File: src/rtl/cfi_log_queue.sv
// Control-flow log queue between commit and the CFI checking stage.
// Optional saturating drop counter built when CFI_LOG_DROP_CNT_EN is defined.
package cfi_pkg;
    typedef struct packed {
        logic [3:0]  flags;
        logic [31:0] addr_pc;
        logic [31:0] addr_npc;
        logic [31:0] addr_target;
    } cfi_log_t;
endpackage

module cfi_log_queue #(
    parameter int DEPTH      = 8,
    parameter int STALL_FREE = 2
) (
    input  logic              clk_i,
    input  logic              rst_i,
    input  logic              flush_i,
    input  logic              clr_ovf_i,
    input  logic              log_valid_i,
    input  cfi_pkg::cfi_log_t log_i,
    output logic              stall_o,
    output logic              log_valid_o,
    output cfi_pkg::cfi_log_t log_o,
    input  logic              log_ready_i,
    output logic              overflow_o,
    output logic [15:0]       drop_cnt_o
);
    localparam int PW = $clog2(DEPTH);
    localparam int CW = PW + 1;
    localparam logic [CW-1:0] DEPTH_C      = CW'(DEPTH);
    localparam logic [CW-1:0] STALL_FREE_C = CW'(STALL_FREE);

    cfi_pkg::cfi_log_t mem_q [DEPTH];
    cfi_pkg::cfi_log_t mem_d [DEPTH];
    logic [PW-1:0] wr_ptr_q, wr_ptr_d;
    logic [PW-1:0] rd_ptr_q, rd_ptr_d;
    logic [CW-1:0] count_q, count_d;
    logic [CW-1:0] free_d;
    logic          stall_q, stall_d;
    logic          overflow_q, overflow_d;
    logic          cand, full, empty, pop, push, drop;

    assign full  = (count_q == DEPTH_C);
    assign empty = (count_q == '0);
    assign cand  = log_valid_i & (|log_i.flags);
    assign pop   = !empty & log_ready_i;
    assign push  = cand & (!full | pop);
    assign drop  = cand & full & !pop;

    always_comb begin
        mem_d    = mem_q;
        wr_ptr_d = wr_ptr_q;
        rd_ptr_d = rd_ptr_q;
        count_d  = count_q;
        if (flush_i) begin
            wr_ptr_d = '0;
            rd_ptr_d = '0;
            count_d  = '0;
        end else begin
            if (push) begin
                mem_d[wr_ptr_q] = log_i;
                wr_ptr_d        = wr_ptr_q + PW'(1);
            end
            if (pop) begin
                rd_ptr_d = rd_ptr_q + PW'(1);
            end
            case ({push, pop})
                2'b10:   count_d = count_q + CW'(1);
                2'b01:   count_d = count_q - CW'(1);
                default: count_d = count_q;
            endcase
        end
    end

    // Stall is registered from the post-update occupancy so commit sees it one cycle early.
    always_comb begin
        free_d  = DEPTH_C - count_d;
        stall_d = (free_d <= STALL_FREE_C);
    end

    always_comb begin
        overflow_d = overflow_q;
        if (drop) begin
            overflow_d = 1'b1;
        end else if (clr_ovf_i) begin
            overflow_d = 1'b0;
        end
    end

    always_ff @(posedge clk_i) begin
        if (rst_i) begin
            wr_ptr_q   <= '0;
            rd_ptr_q   <= '0;
            count_q    <= '0;
            stall_q    <= 1'b0;
            overflow_q <= 1'b0;
        end else begin
            wr_ptr_q   <= wr_ptr_d;
            rd_ptr_q   <= rd_ptr_d;
            count_q    <= count_d;
            stall_q    <= stall_d;
            overflow_q <= overflow_d;
        end
    end

    // Storage needs no reset: entries are only observed while counted as valid.
    always_ff @(posedge clk_i) begin
        mem_q <= mem_d;
    end

`ifdef CFI_LOG_DROP_CNT_EN
    logic [15:0] drop_cnt_q, drop_cnt_d;

    always_comb begin
        drop_cnt_d = drop_cnt_q;
        if (drop) begin
            if (clr_ovf_i) begin
                drop_cnt_d = 16'd1;
            end else if (drop_cnt_q != 16'hFFFF) begin
                drop_cnt_d = drop_cnt_q + 16'd1;
            end
        end else if (clr_ovf_i) begin
            drop_cnt_d = 16'd0;
        end
    end

    always_ff @(posedge clk_i) begin
        if (rst_i) begin
            drop_cnt_q <= 16'd0;
        end else begin
            drop_cnt_q <= drop_cnt_d;
        end
    end

    assign drop_cnt_o = drop_cnt_q;
`else
    assign drop_cnt_o = 16'h0;
`endif

    assign log_valid_o = !empty;
    assign log_o       = mem_q[rd_ptr_q];
    assign stall_o     = stall_q;
    assign overflow_o  = overflow_q;
endmodule
File: config.mk
export PLATFORM = sky130hd
export DESIGN_NAME = cfi_log_queue
export DESIGN_NICKNAME = d
export VERILOG_FILES = /design/src/rtl/cfi_log_queue.sv
export SDC_FILE = /design/constraint.sdc
export NUM_CORES = 1
export LEC_CHECK = 0
export CAP_MARGIN = 20
export CELL_PAD_IN_SITES_DETAIL_PLACEMENT = 1
export CELL_PAD_IN_SITES_GLOBAL_PLACEMENT = 2
export CORE_MARGIN = 2
export CORE_UTILIZATION = 51
export CTS_CLUSTER_SIZE = 25
export DETAILED_ROUTE_END_ITERATION = 12
export PLACE_DENSITY = 0.89
export SYNTH_ARGS = -nofsm -noshare
export SYNTH_HDL_FRONTEND = slang
export SYNTH_SLANG_ARGS = --single-unit
File: constraint.sdc
create_clock -name clk_i -period 28.2 [get_ports clk_i]
set_input_delay 7.05 -clock clk_i [delete_from_list [all_inputs] [get_ports clk_i]]
set_output_delay 7.05 -clock clk_i [all_outputs]
set_load 0.05 [all_outputs]
==> results of run 1 <==
-- sequential cells by signal (all words and copies together) (netlist names) --
| signal | cells |
|---|---|
| count_q | 4 |
| stall_o | 1 |
| overflow_o | 1 |
| mem_q | 800 |
| wr_ptr_q | 3 |
| rd_ptr_q | 3 |
-- through the flow --
step	area (sq um)	util (%)
2_1_floorplan	31200	-
3_3_place_gp	33800	56.0
3_5_place_dp	33800	56.0
4_1_cts	36300	60.1
5_1_grt	36300	60.1
6_report	36300	60.1
-- worst reg2reg max path: stages, from the launching register on --
cell and delay [ns]:
dfxtp_1 0.38, nor3_1 0.37, nand2_1 0.25, nand2_1 0.19, inv_1 0.06, ha_1 0.27, fa_1 0.56, mux2i_1 0.09
or2_2 0.32, ha_1 0.21, or3_1 0.35, a211oi_1 0.19, mux2_1 0.16
-- where the power goes --
group          switching, W  total, W  internal, W
logic             0.0000774  0.000128    0.0000501
clock network      0.000437   0.00101     0.000575
registers        0.00000359   0.00134      0.00134
-- metal layers --
layer	vias up	global-route usage, %
met4	10	5.87
met2	367	36.0
li1	5866	-
met3	101	4.30
met5	-	0
met1	7416	28.4
-- cells by family (layout without fill, tap and decap cells) --
logic type	after synthesis	count (layout)	synth area share, %
buffers and inverters	81	384	2.31
and+or+nand+nor	42	42	0.748
other	1	18	0.0120
muxes	304	304	18.2
adders and majority gates	8	8	0.346
xor gates and xnor gates	7	7	0.197
AOI/OAI and AO/OA	8	8	0.189
DFF	812	812	78.0
-- layout make-up --
class	instances	area share [%]
Inverter	5	0.0517
Timing Repair Buffer	230	6.28
Clock buffer	107	6.02
Tap cell	782	2.70
Sequential cell	812	66.9
Clock inverter	42	0.855
Antenna cell	2	0.0138
Multi-Input combinational cell	385	17.2
-- worst paths after layout --
kind                       startpoint                      end  slack (ns)  cells after the start
max          rd_ptr_q[1]$_SDFFE_PP0P_                log_o[11]       17.02                      4
min           overflow_o$_SDFFE_PP0P_  overflow_o$_SDFFE_PP0P_        0.51                      2
max reg2reg     count_q[0]$_SDFF_PP0_       stall_o$_SDFF_PP0_       24.72                     12
min reg2reg   overflow_o$_SDFFE_PP0P_  overflow_o$_SDFFE_PP0P_        0.51                      2
-- Yosys cell counts (2+ instances only) --
| master | count | area, sq um |
|---|---|---|
| inv_1 | 5 | 18.8 |
| nor4b_1 | 4 | 35.0 |
| xnor2_1 | 3 | 26.3 |
| nor3_1 | 2 | 10.0 |
| nand2b_1 | 3 | 18.8 |
| a211oi_1 | 2 | 15.0 |
| nand2_1 | 6 | 22.5 |
| mux4_2 | 200 | 4500 |
| nor4_1 | 3 | 18.8 |
| nor3b_1 | 2 | 15.0 |
| or2_2 | 2 | 12.5 |
| edfxtp_1 | 800 | 24000 |
| nor2_1 | 11 | 41.3 |
| buf_2 | 4 | 20.0 |
| mux2i_1 | 3 | 30.0 |
| buf_1 | 15 | 56.3 |
| mux2_2 | 99 | 1110 |
| a21oi_1 | 3 | 15.0 |
| nand3_1 | 4 | 20.0 |
| buf_12 | 21 | 420 |
| xor2_1 | 4 | 35.0 |
| buf_4 | 16 | 120 |
| clkbuf_1 | 19 | 71.3 |
| dfxtp_1 | 12 | 240 |
| ha_1 | 7 | 87.6 |
==> key figures, run 1 <==
Setup path
  • Top delay family on crit path: buffers and inverters
  • Worst Setup Path Type: flop to output port
  • Arrival @ worst endpoint: 4.13 ns
  • Cells along the critical path: buf_4 > mux4_2 > mux2_2 > clkdlybuf4s50_1
  • Worst Path Max Fanout: 72
  • Worst Path Required: 21.15 ns
  • Worst path bufs/invs: 2
  • Worst setup SP type: flop
  • Slowest stage delay, CP: 1.03 ns
  • Critical Path End Type: output port
  • Critical path's slowest cell: dfxtp_4

Synthesis
  • Average cell area after synthesis: 24.6 sq um
  • Seq/Total Area, Yosys: 78.0%
  • Synth cell types: 38
  • Cell count after synthesis: 1,263
  • Async S/R FF share, synth: 0%
  • Synth Register Bits: 812
  • Warnings, synthesis: 0
  • Most used DFF post-synth: edfxtp_1
  • Number of synthesized flops with an enable pin: 800
  • Mapped Area: 31,100 sq um

STA
  • Worst clock skew: 0.0151 ns
  • WHS: 0.513 ns
  • Sum Neg Setup Slack: 0 ns
  • Hold Vio Cnt, Final: 0
  • Setup WS post-layout: 17.02 ns
  • Setup violators final: 0
  • RSZ-0062 raised after global routing: no
  • Worst-Margin Slew: 1.08 ns
  • Fmax: 89.5 MHz
  • Slew Viols, Final: 0
  • Slew margin rel.: 28.2%
  • Final worst path period share: 39.6%
  • Min cycle time layout: 11.18 ns

Power
  • Total power: 0.00248 W
  • Static leakage: 11.1 nW
  • Worst vdd ir: 0.0000464 V
  • PwrDens: 68.3 nW/um^2

Die
  • # IOs: 225
  • Die ar.: 63,000 sq um
  • Die Span X: 251 um
  • Die height: 251 um
  • Site row count: 90
  • Core footprint: 60,400 sq um
  • Starting Density: 51.6%

Routing
  • Drt pass-1 iters: 5
  • Residual DRC: 0
  • Via count: 13.8k
  • Antenna-violating nets left: 0
  • Met3 wire len: 3390 um
  • Via density: 5.82
  • Drt total wl: 65,000 um
  • Top sig layer: met5
  • WL met2: 33,600 um
  • Iteration-0 DRC Markers: 1,067
  • Wire per inst: 27.5 um
  • Metal-1 WL: 26,700 um

Final layout
  • Nets: 1,630
  • Register Area: 24,300 sq um
  • Fill count: 4,912
  • Cell Count, Final, Fillers Out: 2,365
  • Most common cell after layout, fill and taps aside: edfxtp_1
  • Syn-to-layout area delta: 16.6%
  • Multi-input logic area: 6250 sq um
  • Commonest non-fill, non-tap cells in the layout: 800 x edfxtp_1, 208 x clkdlybuf4s50_1, 200 x mux4_2
  • Ratio of cells with drive above 1 in the final layout: 28.1%

Placed design
  • Place WS: 17.45 ns
  • PortBufs: 208
  • Gpl congestion: 0.689
  • Dpl cells: 2,213
  • HPWL after DPL: 34,400 um

Global routing
  • First-pass GRT wire length: 98,900 um
  • Vias in the first global route: 15.3k
  • Gr usage total: 21.3%
  • Largest net degree at the start of global routing: 109
  • Total grt overflow: 0
  • Initial antenna violation count: 7

Hold path
  • Hold Path Class: flop to flop

Clock network
  • Post-CTS setup buffer count: 0
  • CTS root buf: clkbuf_16
  • # clock sinks: 812
  • Clk Latency, worst-skew pair: 0.61 ns
  • Htree depth: 3
  • Post-CTS sizing: 0
  • Post-CTS Hold Fix Bufs: 0
  • CTS tree: done
  • Maximum clock path buffer count: 3
  • Clk slew on worst S/H paths: 0.06 ns
  • CTS buffer count: 82

Outcome
  • Outcome: finished, final reports clean

Flow run
  • Max Cap Viol: 0
No activity file was read; power rests on OpenSTA's default activity.
==> run 2, diff against run 1 <==
--- a/config.mk
+++ b/config.mk
@@ -9,10 +9,10 @@
 export CELL_PAD_IN_SITES_DETAIL_PLACEMENT = 1
 export CELL_PAD_IN_SITES_GLOBAL_PLACEMENT = 2
 export CORE_MARGIN = 2
-export CORE_UTILIZATION = 51
+export CORE_UTILIZATION = 47
 export CTS_CLUSTER_SIZE = 25
 export DETAILED_ROUTE_END_ITERATION = 12
-export PLACE_DENSITY = 0.89
+export PLACE_DENSITY = 0.83
 export SYNTH_ARGS = -nofsm -noshare
 export SYNTH_HDL_FRONTEND = slang
 export SYNTH_SLANG_ARGS = --single-unit
==> constraint.sdc (replaced) <==
create_clock -name clk_i -period 11 [get_ports clk_i]
set_input_delay 2.75 -clock clk_i [delete_from_list [all_inputs] [get_ports clk_i]]
set_output_delay 2.75 -clock clk_i [all_outputs]
set_load 0.05 [all_outputs]
==> run 2 against run 1 <==
Hold slack got worse by 0.027 ns. Worst setup slack lost 13 ns. Clock power rose to 2.6 times the previous value. Non-clock buffer count grew 2. Global-route usage shrank 1.5 points. Sequential share of layout area down 0.19 points. Die area rose by 8.4%. Clock skew rose by 0.0079 ns. First-iteration DRC count decreased by 6.1%.
==> key figures, run 2 (synthesis gave the netlist of run 1 again) <==
Clock network
  • Post-CTS sizing: 0
  • Post-CTS setup buffer count: 0
  • CTS root buf: clkbuf_16
  • Post-CTS Hold Fix Bufs: 0
  • Clk Latency, worst-skew pair: 0.62 ns
  • Clk slew on worst S/H paths: 0.06 ns
  • CTS buffer count: 81
  • Maximum clock path buffer count: 3
  • CTS tree: done
  • # clock sinks: 812
  • Htree depth: 3

STA
  • Hold Vio Cnt, Final: 0
  • Final worst path period share: 64.4%
  • Slew margin rel.: 26.7%
  • Worst clock skew: 0.0230 ns
  • Sum Neg Setup Slack: 0 ns
  • Setup violators final: 0
  • Slew Viols, Final: 0
  • Min cycle time layout: 7.08 ns
  • WHS: 0.486 ns
  • RSZ-0062 raised after global routing: no
  • Fmax: 141 MHz
  • Worst-Margin Slew: 1.10 ns

Placed design
  • PortBufs: 208
  • Dpl cells: 2,298
  • Gpl congestion: 0.712
  • HPWL after DPL: 35,900 um

Power
  • Static leakage: 11.1 nW
  • Logic pwr share: 5.1%
  • PwrDens: 175 nW/um^2
  • Part of the power in registers: 53.9%
  • Clk network pwr share: 40.9%
  • Internal: 0.00504 W
  • Sw Ratio: 20.9%
  • Worst vdd ir: 0.000101 V
  • Net switching power: 0.00133 W

Routing
  • Iteration-0 DRC Markers: 1,002
  • Residual DRC: 0
  • Drt total wl: 65,900 um
  • Metal-1 WL: 27,300 um
  • Antenna-violating nets left: 0
  • WL met2: 33,400 um
  • Via count: 13.8k
  • Via density: 5.64
  • Met3 wire len: 3830 um
  • Drt pass-1 iters: 5
  • Top sig layer: met5
  • Wire per inst: 27.0 um

Setup path
  • Worst setup SP type: flop
  • Worst Path Max Fanout: 52
  • Critical Path End Type: output port
  • Worst Setup Path Type: flop to output port
  • Arrival @ worst endpoint: 4.33 ns
  • Worst Path Required: 8.25 ns

Flow run
  • Max Cap Viol: 0

Final layout
  • Ratio of cells with drive above 1 in the final layout: 28.7%
  • Commonest non-fill, non-tap cells in the layout: 800 x edfxtp_1, 208 x clkdlybuf4s50_1, 200 x mux4_2
  • Cell Count, Final, Fillers Out: 2,445
  • Syn-to-layout area delta: 17.0%
  • Most common cell after layout, fill and taps aside: edfxtp_1
  • Max reg flops: 800
  • Nets: 1,631
  • Final core utilization: 55.5%
  • Fill count: 5,548
  • Registers with the most flip-flops: mem_q: 800 flops, count_q: 4 flops
  • Biggest register: mem_q

Hold path
  • Hold Path Class: flop to flop

Global routing
  • Initial antenna violation count: 11
  • Gr usage total: 19.7%
  • Total grt overflow: 0
  • First-pass GRT wire length: 98,200 um
  • Vias in the first global route: 15.2k
  • Largest net degree at the start of global routing: 121

Die
  • Core footprint: 65,600 sq um
  • Site row count: 94
  • Die ar.: 68,300 sq um
  • Die height: 261 um
  • Die Span X: 261 um
  • # IOs: 225
  • Starting Density: 47.4%

Outcome
  • Outcome: finished, final reports clean
==> run 2: cell type report <==
cell class | count | area [sq um] | area share, %
antenna | 4 | 10.0 | 0.0275
clock buffer | 98 | 2150 | 5.92
clock inverter | 45 | 343 | 0.942
inverter | 5 | 18.8 | 0.0516
multi-input combinational | 385 | 6250 | 17.2
sequential | 812 | 24300 | 66.7
tap | 864 | 1080 | 2.97
timing repair buffer | 232 | 2270 | 6.25
==> run 2: layer usage <==
layer  vias up  track usage, %
li1       5860               -
met1      7432            26.9
met2       398            32.2
met3        95            4.24
met4        14            6.28
met5         -               0
==> run 2: through the flow <==
step           worst slack, ns  area, sq um  power [W]
6_report                  3.92        36400    0.00637
5_1_grt                   3.71        36400    0.00655
4_1_cts                   3.83        36400    0.00644
3_5_place_dp              4.29        33900    0.00383
3_3_place_gp              4.34        33900    0.00382
2_1_floorplan            -3.37        31200    0.00370
==> run 2: power by group through the flow <==
stage / sequential, W / combinational (W) / clock, W
finish: 0.00344 / 0.000326 / 0.00261
global route: 0.00344 / 0.000345 / 0.00277
CTS: 0.00344 / 0.000330 / 0.00267
detailed placement: 0.00350 / 0.000328 / 0
global placement: 0.00350 / 0.000319 / 0
floorplan: 0.00351 / 0.000198 / 0
==> run 2: critical path: stages (launching register included) <==
cell	delay, ns
dfxtp_4	0.87
buf_4	0.60
buf_4	0.71
mux4_2	0.42
mux2_2	0.30
clkdlybuf4s50_1	0.71
==> run 2: final timing paths <==
check | cells past startpoint | endpoint | slack [ns] | start
max | 5 | log_o[16] | 3.92 | rd_ptr_q[1]$_SDFFE_PP0P_
min | 2 | overflow_o$_SDFFE_PP0P_ | 0.49 | overflow_o$_SDFFE_PP0P_
max reg2reg | 6 | mem_q[496]$_DFFE_PP_ | 7.41 | count_q[0]$_SDFF_PP0_
min reg2reg | 2 | overflow_o$_SDFFE_PP0P_ | 0.49 | overflow_o$_SDFFE_PP0P_
